File: src/rtl/mac_seq_pkg.sv
// mac_seq_pkg: shared definitions for the MAC sequencer.
//   - state_e      : sequencer state encoding (IDLE / RUN / RESULT)
//   - DEF_*        : default widths for the parameterised modules
//   - MUL_W        : width of the internal sign-extended multiply
//   - sext_mul()   : signed multiply of two already sign-extended operands
// Optional feature macro used by the design: MAC_SEQ_OVF_DETECT_EN.
package mac_seq_pkg;

  typedef enum logic [1:0] {
    ST_IDLE   = 2'd0,
    ST_RUN    = 2'd1,
    ST_RESULT = 2'd2
  } state_e;

  localparam int DEF_INPUT_WIDTH  = 8;
  localparam int DEF_OUTPUT_WIDTH = 32;
  localparam int DEF_LEN_WIDTH    = 8;

  // Operands are sign-extended to this width before multiplying; callers
  // truncate the product to the accumulator width, which gives the same
  // result modulo 2^OUTPUT_WIDTH as multiplying at OUTPUT_WIDTH directly.
  localparam int MUL_W = 64;

  function automatic logic [MUL_W-1:0] sext_mul(input logic signed [MUL_W-1:0] a,
                                                input logic signed [MUL_W-1:0] b);
    return a * b;
  endfunction

endpackage

File: src/rtl/mac_seq_datapath.sv
// mac_seq_datapath: signed multiply-accumulate datapath.
// Ports:
//   clk, rst_n   : clock, asynchronous active-low reset
//   clear        : zero the accumulator (and overflow flag)
//   en           : accumulate a * b into the accumulator this cycle
//   a, b         : signed operands, INPUT_WIDTH bits
//   acc          : current accumulator value
//   sum          : acc + sext(a)*sext(b), i.e. the value acc takes when en=1
//   ovf          : sticky signed-add overflow (MAC_SEQ_OVF_DETECT_EN), else 0
// Sum wraps modulo 2^OUTPUT_WIDTH.
module mac_seq_datapath
  import mac_seq_pkg::*;
#(
  parameter int INPUT_WIDTH  = DEF_INPUT_WIDTH,
  parameter int OUTPUT_WIDTH = DEF_OUTPUT_WIDTH
) (
  input  logic                    clk,
  input  logic                    rst_n,
  input  logic                    clear,
  input  logic                    en,
  input  logic [INPUT_WIDTH-1:0]  a,
  input  logic [INPUT_WIDTH-1:0]  b,
  output logic [OUTPUT_WIDTH-1:0] acc,
  output logic [OUTPUT_WIDTH-1:0] sum,
  output logic                    ovf
);

  logic [MUL_W-1:0]        a_ext;
  logic [MUL_W-1:0]        b_ext;
  logic [OUTPUT_WIDTH-1:0] prod;
  logic [OUTPUT_WIDTH-1:0] sum_w;
  logic [OUTPUT_WIDTH-1:0] acc_d, acc_q;

  assign a_ext = {{(MUL_W-INPUT_WIDTH){a[INPUT_WIDTH-1]}}, a};
  assign b_ext = {{(MUL_W-INPUT_WIDTH){b[INPUT_WIDTH-1]}}, b};
  assign prod  = OUTPUT_WIDTH'(sext_mul(a_ext, b_ext));
  assign sum_w = acc_q + prod;

  always_comb begin
    acc_d = acc_q;
    if (clear)   acc_d = '0;
    else if (en) acc_d = sum_w;
  end

  always_ff @(posedge clk or negedge rst_n) begin
    if (!rst_n) acc_q <= '0;
    else        acc_q <= acc_d;
  end

`ifdef MAC_SEQ_OVF_DETECT_EN
  logic ovf_set;
  logic ovf_d, ovf_q;

  // Signed add overflow: both addends share a sign but the sum does not.
  assign ovf_set = (acc_q[OUTPUT_WIDTH-1] == prod[OUTPUT_WIDTH-1]) &&
                   (sum_w[OUTPUT_WIDTH-1] != acc_q[OUTPUT_WIDTH-1]);

  always_comb begin
    ovf_d = ovf_q;
    if (clear)   ovf_d = 1'b0;
    else if (en) ovf_d = ovf_q | ovf_set;
  end

  always_ff @(posedge clk or negedge rst_n) begin
    if (!rst_n) ovf_q <= 1'b0;
    else        ovf_q <= ovf_d;
  end

  assign ovf = ovf_q;
`else
  assign ovf = 1'b0;
`endif

  assign acc = acc_q;
  assign sum = sum_w;

endmodule

File: src/rtl/mac_sequencer.sv
// mac_sequencer: job controller around a signed MAC datapath.
// A start in IDLE latches cfg_len, clears the accumulator and consumes that
// many operand pairs; the final sum is offered on the result port.
// Ports:
//   clk, rst_n               : clock, asynchronous active-low reset
//   start, abort, cfg_len    : job control (abort wins over everything)
//   in_valid/in_ready, data_in_1/data_in_2 : operand stream
//   out_valid/out_ready, data_out          : result stream
//   busy                     : state != IDLE
//   ovf                      : sticky overflow (MAC_SEQ_OVF_DETECT_EN), else 0
//   state_dbg                : current FSM state, for observation only
// Handshake rule: a transfer happens on a rising edge where valid and ready
// are both high; in_ready/out_valid are registered and never depend
// combinationally on in_valid/out_ready, and a raised valid holds its data
// until accepted.
// Optional feature macro: MAC_SEQ_OVF_DETECT_EN.
module mac_sequencer
  import mac_seq_pkg::*;
#(
  parameter int INPUT_WIDTH  = DEF_INPUT_WIDTH,
  parameter int OUTPUT_WIDTH = DEF_OUTPUT_WIDTH,
  parameter int LEN_WIDTH    = DEF_LEN_WIDTH
) (
  input  logic                    clk,
  input  logic                    rst_n,
  input  logic                    start,
  input  logic                    abort,
  input  logic [LEN_WIDTH-1:0]    cfg_len,
  input  logic                    in_valid,
  output logic                    in_ready,
  input  logic [INPUT_WIDTH-1:0]  data_in_1,
  input  logic [INPUT_WIDTH-1:0]  data_in_2,
  output logic                    out_valid,
  input  logic                    out_ready,
  output logic [OUTPUT_WIDTH-1:0] data_out,
  output logic                    busy,
  output logic                    ovf,
  output state_e                  state_dbg
);

  state_e                  state_d, state_q;
  logic [LEN_WIDTH-1:0]    len_d, len_q;
  logic [LEN_WIDTH-1:0]    count_d, count_q;
  logic [OUTPUT_WIDTH-1:0] data_out_d, data_out_q;
  logic                    in_ready_d, in_ready_q;
  logic                    out_valid_d, out_valid_q;
  logic                    busy_d, busy_q;
  logic                    hs;
  logic                    dp_clear, dp_en;
  logic [OUTPUT_WIDTH-1:0] dp_acc, dp_sum;

  assign hs = in_valid & in_ready_q;

  always_comb begin
    state_d     = state_q;
    len_d       = len_q;
    count_d     = count_q;
    data_out_d  = data_out_q;
    in_ready_d  = in_ready_q;
    out_valid_d = out_valid_q;
    busy_d      = busy_q;
    dp_clear    = 1'b0;
    dp_en       = 1'b0;
    if (abort) begin
      // data_out keeps its last value; an aborted job produces no result.
      state_d     = ST_IDLE;
      in_ready_d  = 1'b0;
      out_valid_d = 1'b0;
      busy_d      = 1'b0;
    end else begin
      case (state_q)
        ST_IDLE: begin
          if (start) begin
            len_d    = cfg_len;
            count_d  = '0;
            dp_clear = 1'b1;
            busy_d   = 1'b1;
            if (cfg_len == '0) begin
              state_d     = ST_RESULT;
              data_out_d  = '0;
              out_valid_d = 1'b1;
            end else begin
              state_d    = ST_RUN;
              in_ready_d = 1'b1;
            end
          end
        end
        ST_RUN: begin
          if (hs) begin
            dp_en   = 1'b1;
            count_d = count_q + LEN_WIDTH'(1);
            if (count_q == len_q - LEN_WIDTH'(1)) begin
              // Last pair: capture the sum including this product.
              data_out_d  = dp_sum;
              state_d     = ST_RESULT;
              in_ready_d  = 1'b0;
              out_valid_d = 1'b1;
            end
          end
        end
        ST_RESULT: begin
          if (out_ready) begin
            state_d     = ST_IDLE;
            out_valid_d = 1'b0;
            busy_d      = 1'b0;
          end
        end
        default: begin
          state_d     = ST_IDLE;
          in_ready_d  = 1'b0;
          out_valid_d = 1'b0;
          busy_d      = 1'b0;
        end
      endcase
    end
  end

  always_ff @(posedge clk or negedge rst_n) begin
    if (!rst_n) begin
      state_q     <= ST_IDLE;
      len_q       <= '0;
      count_q     <= '0;
      data_out_q  <= '0;
      in_ready_q  <= 1'b0;
      out_valid_q <= 1'b0;
      busy_q      <= 1'b0;
    end else begin
      state_q     <= state_d;
      len_q       <= len_d;
      count_q     <= count_d;
      data_out_q  <= data_out_d;
      in_ready_q  <= in_ready_d;
      out_valid_q <= out_valid_d;
      busy_q      <= busy_d;
    end
  end

  mac_seq_datapath #(
    .INPUT_WIDTH  (INPUT_WIDTH),
    .OUTPUT_WIDTH (OUTPUT_WIDTH)
  ) u_datapath (
    .clk   (clk),
    .rst_n (rst_n),
    .clear (dp_clear),
    .en    (dp_en),
    .a     (data_in_1),
    .b     (data_in_2),
    .acc   (dp_acc),
    .sum   (dp_sum),
    .ovf   (ovf)
  );

  // The accumulator value itself is only needed through dp_sum.
  logic unused_acc;
  assign unused_acc = ^dp_acc;

  assign in_ready  = in_ready_q;
  assign out_valid = out_valid_q;
  assign data_out  = data_out_q;
  assign busy      = busy_q;
  assign state_dbg = state_q;

endmodule

File: config.mk
export PLATFORM = sky130hd
export DESIGN_NAME = mac_sequencer
export DESIGN_NICKNAME = d
export VERILOG_FILES = /design/src/rtl/mac_seq_pkg.sv /design/src/rtl/mac_seq_datapath.sv /design/src/rtl/mac_sequencer.sv
export SDC_FILE = /design/constraint.sdc
export NUM_CORES = 1
export LEC_CHECK = 0
export CAP_MARGIN = 40
export CORE_AREA = 2 2 110 165
export DETAILED_ROUTE_END_ITERATION = 8
export DIE_AREA = 0 0 112 167
export PLACE_DENSITY_LB_ADDON = 0.25
export SLEW_MARGIN = 30
export SYNTH_ARGS = -nofsm -noshare
export SYNTH_HDL_FRONTEND = slang
export SYNTH_SLANG_ARGS = --single-unit
File: constraint.sdc
create_clock -name clk -period 2.8 [get_ports clk]
set_clock_uncertainty 0.15 [all_clocks]
set_input_delay 0.56 -clock clk [delete_from_list [all_inputs] [get_ports clk]]
set_output_delay 0.56 -clock clk [all_outputs]
set_load 0.005 [all_outputs]
==> summary.md, run 1 <==
| Metric | Value |
|---|---|
| Multiplexer area fraction after synthesis | 0.01026 |
| Unrepaired setup endpoints after global routing | yes |
| WL per Instance | 18.54 um |
| Tmin final | between 6 and 7 ns |
| Kind of critical path | in2reg |
| Normalized max-slew margin | 0.6703 |
| Final cell area excluding filler cells | between 10000 and 15000 um2 |
| Source of the worst hold timing path | data_out[17]$_DFFE_PN0P_ |
| Initial Util | 0.4446 |
| Number of nets in the finished design | 1241 |
| Number of routed nets with antenna violations | 0 |
| Worst Hold Margin | 0.3460 ns |
| TNS Setup | -168.42 ns |
| Basic-gate share of the synthesized area counting and, or, nand and nor cells | 0.1575 |
| Antenna violations before repair | 0 |
| Compound-cell area share of the yosys netlist | 0.1784 |
| Layout overhead on the synthesized area | 57.49% |
| Sequential cell area fraction in the yosys report | 0.2770 |
| Cell type contributing the most total cell area after synthesis | dfrtp_1 |
| Antenna diode count | 0 |
| Net Count, Synth | just under 1000 |
| Worst path required time | 2.91 ns |
| Cell types with the highest counts after synthesis | inv_1, dfrtp_1, nand2_1 |
| Port buffer count | 66 |
| Final clock period utilization by the worst path | 2.332 |
| Number of cells on the worst reg-to-reg path | 12 |
| Top routing layer used | met4 |
| First DRT Iteration DRCs | 235 |
| Worst Path Max Fanout | 5 |
| Count of state elements after synthesis | 85 |
| Terminus of the critical flop-to-flop path | u_datapath.acc[24]$_DFFE_PN0P_ |
| Setup violations, final | slightly below 60 |
| Violated checks | negative setup slack |
| Clk pin slew, worst setup/hold paths | 0.07 ns |
| Overall routed net length | between 20000 and 25000 um |
| Synthesized area divided by synthesized cell count | 9.298 um2 |
| Proportion of register bits with asynchronous set or reset after synthesis | 1.000 |
| Wire length on met2 | 13830 um |
| Die outline height | 167 um |
| Horizontal extent of the die | 112 um |
| Detail Placement HPWL | 16090 um |
| Largest net degree at the start of global routing | 56 |
| Leading post-synthesis cells by cell area | dfrtp_1, fa_1, ha_1 |
| Fraction of the mapped netlist area in adder cells | 0.2470 |
| Latest clock arrival within the worst-skew pair | ~0.35 ns |
| Hold Crit Class | reg2reg |
| Clock buffers created by TritonCTS | 9 |
| Nature of the critical path endpoint | register |
| Vias in the first global route | 7842 |
| Number of detailed-routing iterations run before antenna repair | 4 |
| Maximum Capacitance Violations | 0 |
| Worst hold path depth | 2 |
| Post-place instance area | 10240 um2 |
| Dominant combinational cell family by area after synthesis | adder cells |
| Htree depth | 3 |
| Post-route DRC | 0 |
| Xor and xnor fraction of the mapped netlist area | 0.06500 |
| Transition time at the pin with the least slew margin | 0.4911 ns |
| Maximum root-to-sink buffer count | 2 |
| Via count | between 7000 and 8000 |
| Rows | 59 |
| Final number of hold-violating endpoints | 0 |
| Met3 routed wirelength | 632 um |
| Register-to-register setup slack | -0.28 ns |
| Launch instance of the worst register-to-register path | u_datapath.acc[0]$_DFFE_PN0P_ |
| Post-synth EDFFs | 0 |
| Overflow left after global routing | 0 |
| TritonCTS clock tree | done |
| Wire length the detailed router placed on met1 | 8614 um |
| Global-route wire length before repair | 37160 um |
| Clock tree root driver cell | clkbuf_16 |
| Endpoint of the worst hold-timing path | data_out[17]$_DFFE_PN0P_ |
| Count leader, synth | inv_1 |
| All-Layer GR Usage | 0.2448 |
| Count of unique library cells instantiated by Yosys | 59 |
| Core area | 17270 um2 |
| Ports | 68 |
| Number of filler cells placed in the layout | around 1200 |
| CP Data Arrival Time | 6.64 ns |
| Clock Sinks | 85 |
| Synthesized instance count | between 800 and 900 |
| Number of warnings printed during yosys synthesis | 0 |
| Avg Vias per Cell | about 5.6 |
| Fraction of final layout cells with drive strength greater than 1 | 0.4208 |
| Final-report max-slew violation count | 0 |
| Summed instance area of the synthesized netlist | 7680 um2 |
| GP Congestion | 0.8602 |
| Highest clock rate | 0.1531 GHz |
| Status | complete, but fails checks |
| Worst setup timing slack at the placement stage | -4.724 ns |
| Worst Slack Setup Final | -3.730 ns |
| Flip-flop cell with the highest count after synthesis | dfrtp_1 |
| CP startpoint kind | primary input |
| Area fraction of the dominant cell type after synthesis | 0.2770 |
| DIE AREA | 18700 um2 |
[through the flow]
stage,cells,utilization
6_report,1311,0.7002
5_1_grt,1311,0.7002
4_1_cts,1296,0.6717
3_5_place_dp,1252,0.5926
3_3_place_gp,1252,0.5926
2_1_floorplan,826,-
[area by class of cell]
type / count / area [um2] / share of cell area
multi-input combinational: 612 / 6459 / 0.5340
timing repair buffer: 278 / 2512 / 0.2077
sequential: 85 / 2127 / 0.1759
inverter: 107 / 401.6 / 0.03321
tap: 213 / 266.5 / 0.02203
clock buffer: 9 / 225.2 / 0.01862
clock inverter: 7 / 103.9 / 0.008586
[logic make-up after synthesis]
| family | count (synthesis) |
|---|---|
| compound gates | 196 |
| simple gates | 233 |
| other cells | 1 |
| flops | 85 |
| fa+ha+maj | 118 |
| mux | 7 |
| xor+xnor | 57 |
| buf+inv | 129 |
[flip-flops by register name, summed over array words and instances, names as in the netlist]
register and flops:
state_dbg 2, out_valid 1, busy 1, u_datapath.acc 32, len_q 8, count_q 8
data_out 32, in_ready 1
[placed cells by master, fill, tap and decap left out, types with 5 or more instances in the layout]
master / count
o21ai_1: 16
nand2_1: 56
nor2_1: 32
xnor2_2: 10
a21oi_2: 17
buf_8: 6
nand2_2: 7
xnor2_1: 22
a31oi_4: 6
nor2b_1: 5
clkbuf_16: 9
a21o_1: 17
dfrtp_1: 85
mux2_2: 7
o211ai_1: 5
inv_1: 85
a21oi_1: 18
nand2b_1: 8
a22o_1: 45
nand4_1: 9
ha_1: 25
and3_1: 5
o21ai_0: 10
and2_1: 25
nand3_1: 9
ha_4: 33
clkdlybuf4s50_1: 49
buf_6: 56
fa_1: 52
a21oi_4: 5
nor2_2: 6
buf_4: 160
xor2_2: 6
xor2_1: 11
inv_2: 22
nor3_1: 5
and2_4: 24
o21ai_2: 7
[worst max-delay path by stage]
stage | start | endpoint | slack [ns] | depth (start not counted)
2_1_floorplan | data_in_2[4] | data_out[28]$_DFFE_PN0P_ | -3.58 | 25
3_3_place_gp | data_in_2[6] | data_out[30]$_DFFE_PN0P_ | -4.58 | 25
3_5_place_dp | data_in_2[4] | u_datapath.acc[30]$_DFFE_PN0P_ | -4.72 | 26
4_1_cts | data_in_1[7] | data_out[24]$_DFFE_PN0P_ | -3.46 | 26
5_1_grt | data_in_1[5] | u_datapath.acc[30]$_DFFE_PN0P_ | -3.92 | 25
6_report | data_in_2[1] | u_datapath.acc[30]$_DFFE_PN0P_ | -3.73 | 25
[repair_timing]
action                     4_1_cts  5_1_grt
hold buffers                     1        0
hold endpoints to repair         1        0
buffers inserted                32       21
resized for setup              246       86
pin swaps                      110       94
cloned                           0        0
setup endpoints to repair       60       64
[metal layers]
metal | vias up | GRT usage
li1 | 3363 | -
met1 | 3680 | 0.2541
met4 | 0 | 0.1151
met2 | 182 | 0.4822
met3 | 89 | 0.02475
met5 | - | 0
[critical path: stages]
cell       delay [ns]
buf_6            0.10
and2_4           0.15
fa_1             0.52
inv_2            0.04
fa_1             0.52
inv_2            0.04
fa_1             0.57
inv_2            0.05
fa_1             0.50
inv_2            0.05
ha_4             0.29
nand3_2          0.06
o211ai_1         0.39
a211oi_2         0.15
a21oi_2          0.26
xnor2_4          0.17
ha_4             0.35
nand4_1          0.23
or4_4            0.63
a31oi_4          0.24
buf_6            0.13
o2111ai_1        0.12
a21oi_2          0.20
xnor2_2          0.09
o31ai_1          0.19
Power of run 1 is not shown: default switching activity piles up to over one toggle a cycle in this logic, so the estimate is an artifact.
==> run 2, diff against run 1 <==
--- a/config.mk
+++ b/config.mk
@@ -10,7 +10,7 @@
 export DETAILED_ROUTE_END_ITERATION = 8
 export DIE_AREA = 0 0 112 167
 export PLACE_DENSITY_LB_ADDON = 0.25
-export SLEW_MARGIN = 30
+export SLEW_MARGIN = 20
 export SYNTH_ARGS = -nofsm -noshare
 export SYNTH_HDL_FRONTEND = slang
 export SYNTH_SLANG_ARGS = --single-unit
==> results of run 2 <==
Same layout as run 1: the final DEF is identical, and so are final timing and power.
Power of run 2 is left out for the same reason.
==> run 3, diff against run 2 <==
--- a/config.mk
+++ b/config.mk
@@ -5,10 +5,11 @@
 export SDC_FILE = /design/constraint.sdc
 export NUM_CORES = 1
 export LEC_CHECK = 0
+export ABC_AREA = 1
 export CAP_MARGIN = 40
-export CORE_AREA = 2 2 110 165
+export CORE_AREA = 2 2 116 175
 export DETAILED_ROUTE_END_ITERATION = 8
-export DIE_AREA = 0 0 112 167
+export DIE_AREA = 0 0 118 177
 export PLACE_DENSITY_LB_ADDON = 0.25
 export SLEW_MARGIN = 20
 export SYNTH_ARGS = -nofsm -noshare
==> run 3 against run 2 <==
  * The flow still finishes with violations (negative setup slack)
  * Final cell count is 35% higher
  * Worst setup slack better by 1.0 ns
  * Largest cell class unchanged
  * Die area is 12% higher
  * Sequential cell count stayed put
  * Sequential share of layout area is 2.1 points lower
  * Utilization is 0.74 points higher
==> summary.md, run 3 <==
| Metric | Value |
|---|---|
| Global-route wire length before repair | 42480 um (+14%) |
| Normalized max-slew margin | 0.6442 (-0.02604) |
| Synthesized instance count | 1251 (+51%) |
| Hold buffer count at CTS | 0 (-1) |
| Antenna violations before repair | 0 (unchanged) |
| Cell type contributing the most total cell area after synthesis | dfrtp_1 |
| Layout overhead on the synthesized area | 60.21% |
| Sequential cell area fraction in the yosys report | 0.2473 (-0.02962) |
| Count of state elements after synthesis | 85 (unchanged) |
| Largest net degree at the start of global routing | 48 (-14%) |
| Final clock period utilization by the worst path | 1.973 (-0.3585) |
| Met3 Track Usage GR | 0.02191 (-0.002838) |
| Clk pin slew, worst setup/hold paths | 0.06 ns (about the same) |
| Synthesized area divided by synthesized cell count | 6.874 um2 (-26%) |
| CP Data Arrival Time | 5.67 ns (-0.97 ns) |
| Layer with the highest usage | met2 |
| TritonCTS clock tree | done |
| Area fraction of the dominant cell type after synthesis | 0.2473 (-0.02962) |
| Via count | 8987 (+23%) |
| Number of detailed-routing iterations run before antenna repair | 5 (+1) |
| Final number of hold-violating endpoints | 0 (unchanged) |
| TNS Setup | -134.23 ns (+34.20 ns) |
| Final-report max-slew violation count | 0 (unchanged) |
| Post-synth EDFFs | 0 (unchanged) |
| Leading post-synthesis cells by cell area | dfrtp_1, nand2_1, fa_1 |
| Kind of critical path | in2reg |
| Overall routed net length | 28340 um (+17%) |
| Register-to-register setup slack | 0.41 ns (+0.69 ns) |
| Port buffer count | 66 (unchanged) |
| Hold Crit Class | in2async |
| Met2 demand-to-capacity share in global routing | 0.4983 (+0.01609) |
| Violated checks | negative setup slack |
| Highest clock rate | 0.1810 GHz (+18%) |
| Worst Slack Setup Final | -2.726 ns (+1.004 ns) |
| Horizontal extent of the die | 118 um (+5.4%) |
| Clock buffers created by TritonCTS | 9 (unchanged) |
| Tmin final | 5.526 ns (-1.004 ns) |
| Maximum Capacitance Violations | 0 (unchanged) |
| Setup violations, final | 58 (unchanged) |
| Detail Placement HPWL | 19540 um (+21%) |
| Net Count, Synth | 1399 (+44%) |
| Antenna diode count | 0 (unchanged) |
| Critical Path Most Common Cell | nand2_1 |
| Clock Sinks | 85 (unchanged) |
| Post-route DRC | 0 (unchanged) |
| Count leader, synth | nand2_1 |
| Latest clock arrival within the worst-skew pair | 0.36 ns (about the same) |
| Top library cells by usage in the layout, fill and taps aside | nand2_1, inv_1, buf_4 |
| Fraction of met1 tracks used by global routing | 0.2550 (+0.0009330) |
| Rows | 63 (+6.8%) |
| First DRT Iteration DRCs | 445 (+89%) |
| CP startpoint kind | primary input |
| Commonest non-fill, non-tap cell in the layout | nand2_1 |
| Nature of the critical path endpoint | register |
| Maximum root-to-sink buffer count | 2 (unchanged) |
| Initial Util | 0.4417 (-0.002908) |
| Count of unique library cells instantiated by Yosys | 40 (-32%) |
| Critical path's slowest cell | fa_1 |
| Worst path required time | 2.94 ns (+0.03 ns) |
| Number of nets in the finished design | 1658 (+34%) |
| Worst Path Max Fanout | 4 (-1) |
| DIE AREA | 20890 um2 (+12%) |
| Summed instance area of the synthesized netlist | 8599 um2 (+12%) |
| All-Layer GR Usage | 0.2529 (+0.008173) |
| WL per Instance | 15.98 um (-14%) |
| Number of routed nets with antenna violations | 0 (unchanged) |
| Critical Path Max Stage Delay | 0.55 ns (-0.08 ns) |
| Core area | 19470 um2 (+13%) |
| Die outline height | 177 um (+6.0%) |
| Fraction of final layout cells with drive strength greater than 1 | 0.4098 (-0.01098) |
| Cell types with the highest counts after synthesis | nand2_1, inv_1, nor2_1 |
| Transition time at the pin with the least slew margin | 0.5337 ns (+0.04259 ns) |
| Flip-flop cell with the highest count after synthesis | dfrtp_1 |
| Clock tree root driver cell | clkbuf_16 |
| Unrepaired setup endpoints after global routing | yes |
| Number of warnings printed during yosys synthesis | 0 (unchanged) |
| Overflow left after global routing | 0 (unchanged) |
| Htree depth | 3 (unchanged) |
| Avg Vias per Cell | 5.069 (-9.1%) |
| Status | complete, but fails checks |
| Proportion of register bits with asynchronous set or reset after synthesis | 1.000 (unchanged) |
| Ports | 68 (unchanged) |
| GP Congestion | 0.9344 (+8.6%) |
| Vias in the first global route | 9276 (+18%) |
==> run 3: worst max-delay path: cells and delay by family <==
kind | cells | cell delay (ns)
adder cells (fa/ha/maj) | 6 | 2.66
buffers and inverters | 8 | 0.68
AND/OR/NAND/NOR | 14 | 1.39
XOR/XNOR | 2 | 0.29
AO/OA/AOI/OAI | 1 | 0.06
==> run 3: worst paths after layout <==
kind	startpoint	end	depth (start not counted)
min in group clk	data_out[2]$_DFFE_PN0P_	data_out[2]$_DFFE_PN0P_	2
max in group asynchronous	rst_n	data_out[29]$_DFFE_PN0P_	2
worst max-delay path	data_in_2[7]	data_out[23]$_DFFE_PN0P_	31
worst min register to register	data_out[2]$_DFFE_PN0P_	data_out[2]$_DFFE_PN0P_	2
worst max register to register	len_q[0]$_DFFE_PN0P_	data_out[14]$_DFFE_PN0P_	15
worst min-delay path	rst_n	len_q[4]$_DFFE_PN0P_	1
==> run 3: repair_timing <==
| action | 4_1_cts | 5_1_grt |
|---|---|---|
| endpoints found under the setup margin | 60 | 58 |
| gates resized for setup | 295 | 209 |
| buffers inserted | 46 | 30 |
| cloned | 1 | 0 |
| pin swaps | 133 | 182 |
==> run 3: kinds of logic (layout without fill, tap and decap cells) <==
group           Yosys count  count (layout)  synth area share
simple gates            595             596            0.2824
other cells               1               1         0.0004361
buf+inv                 292             553            0.1324
compound gates          130             130           0.08628
xor+xnor                 30              30           0.03055
flops                    85              85            0.2473
fa+ha+maj               118             118            0.2206
==> run 3: final cells by class <==
type,count,area (um2)
Multi-Input combinational cell,875,7480
Inverter,264,1020
Sequential cell,85,2127
Clock buffer,11,242.7
Clock inverter,3,23.77
Fill cell,1413,5693
Timing Repair Buffer,275,2559
Tap cell,260,325.3
==> run 3: metal layers <==
metal,up-vias,part of all wire
li1,4308,-
met3,123,0.033
met4,0,0.068
met1,4293,0.35
met2,263,0.55
met5,-,0
==> run 3: per-stage QoR <==
| stage | setup slack (ns) | area [um2] | hold slack [ns] | instances | util |
|---|---|---|---|---|---|
| after floorplan | -2.601 | 9492 | 0.1144 | 1251 | - |
| after global placement | -3.597 | 11300 | 0.3116 | 1690 | 0.5806 |
| after detailed placement | -3.596 | 11300 | 0.3140 | 1690 | 0.5806 |
| after CTS | -2.691 | 12790 | 0.04916 | 1748 | 0.6570 |
| after global routing | -2.950 | 13780 | 0.08173 | 1773 | 0.7076 |
| final | -2.726 | 13780 | 0.02221 | 1773 | 0.7076 |
Power of run 3 is left out for the same reason.
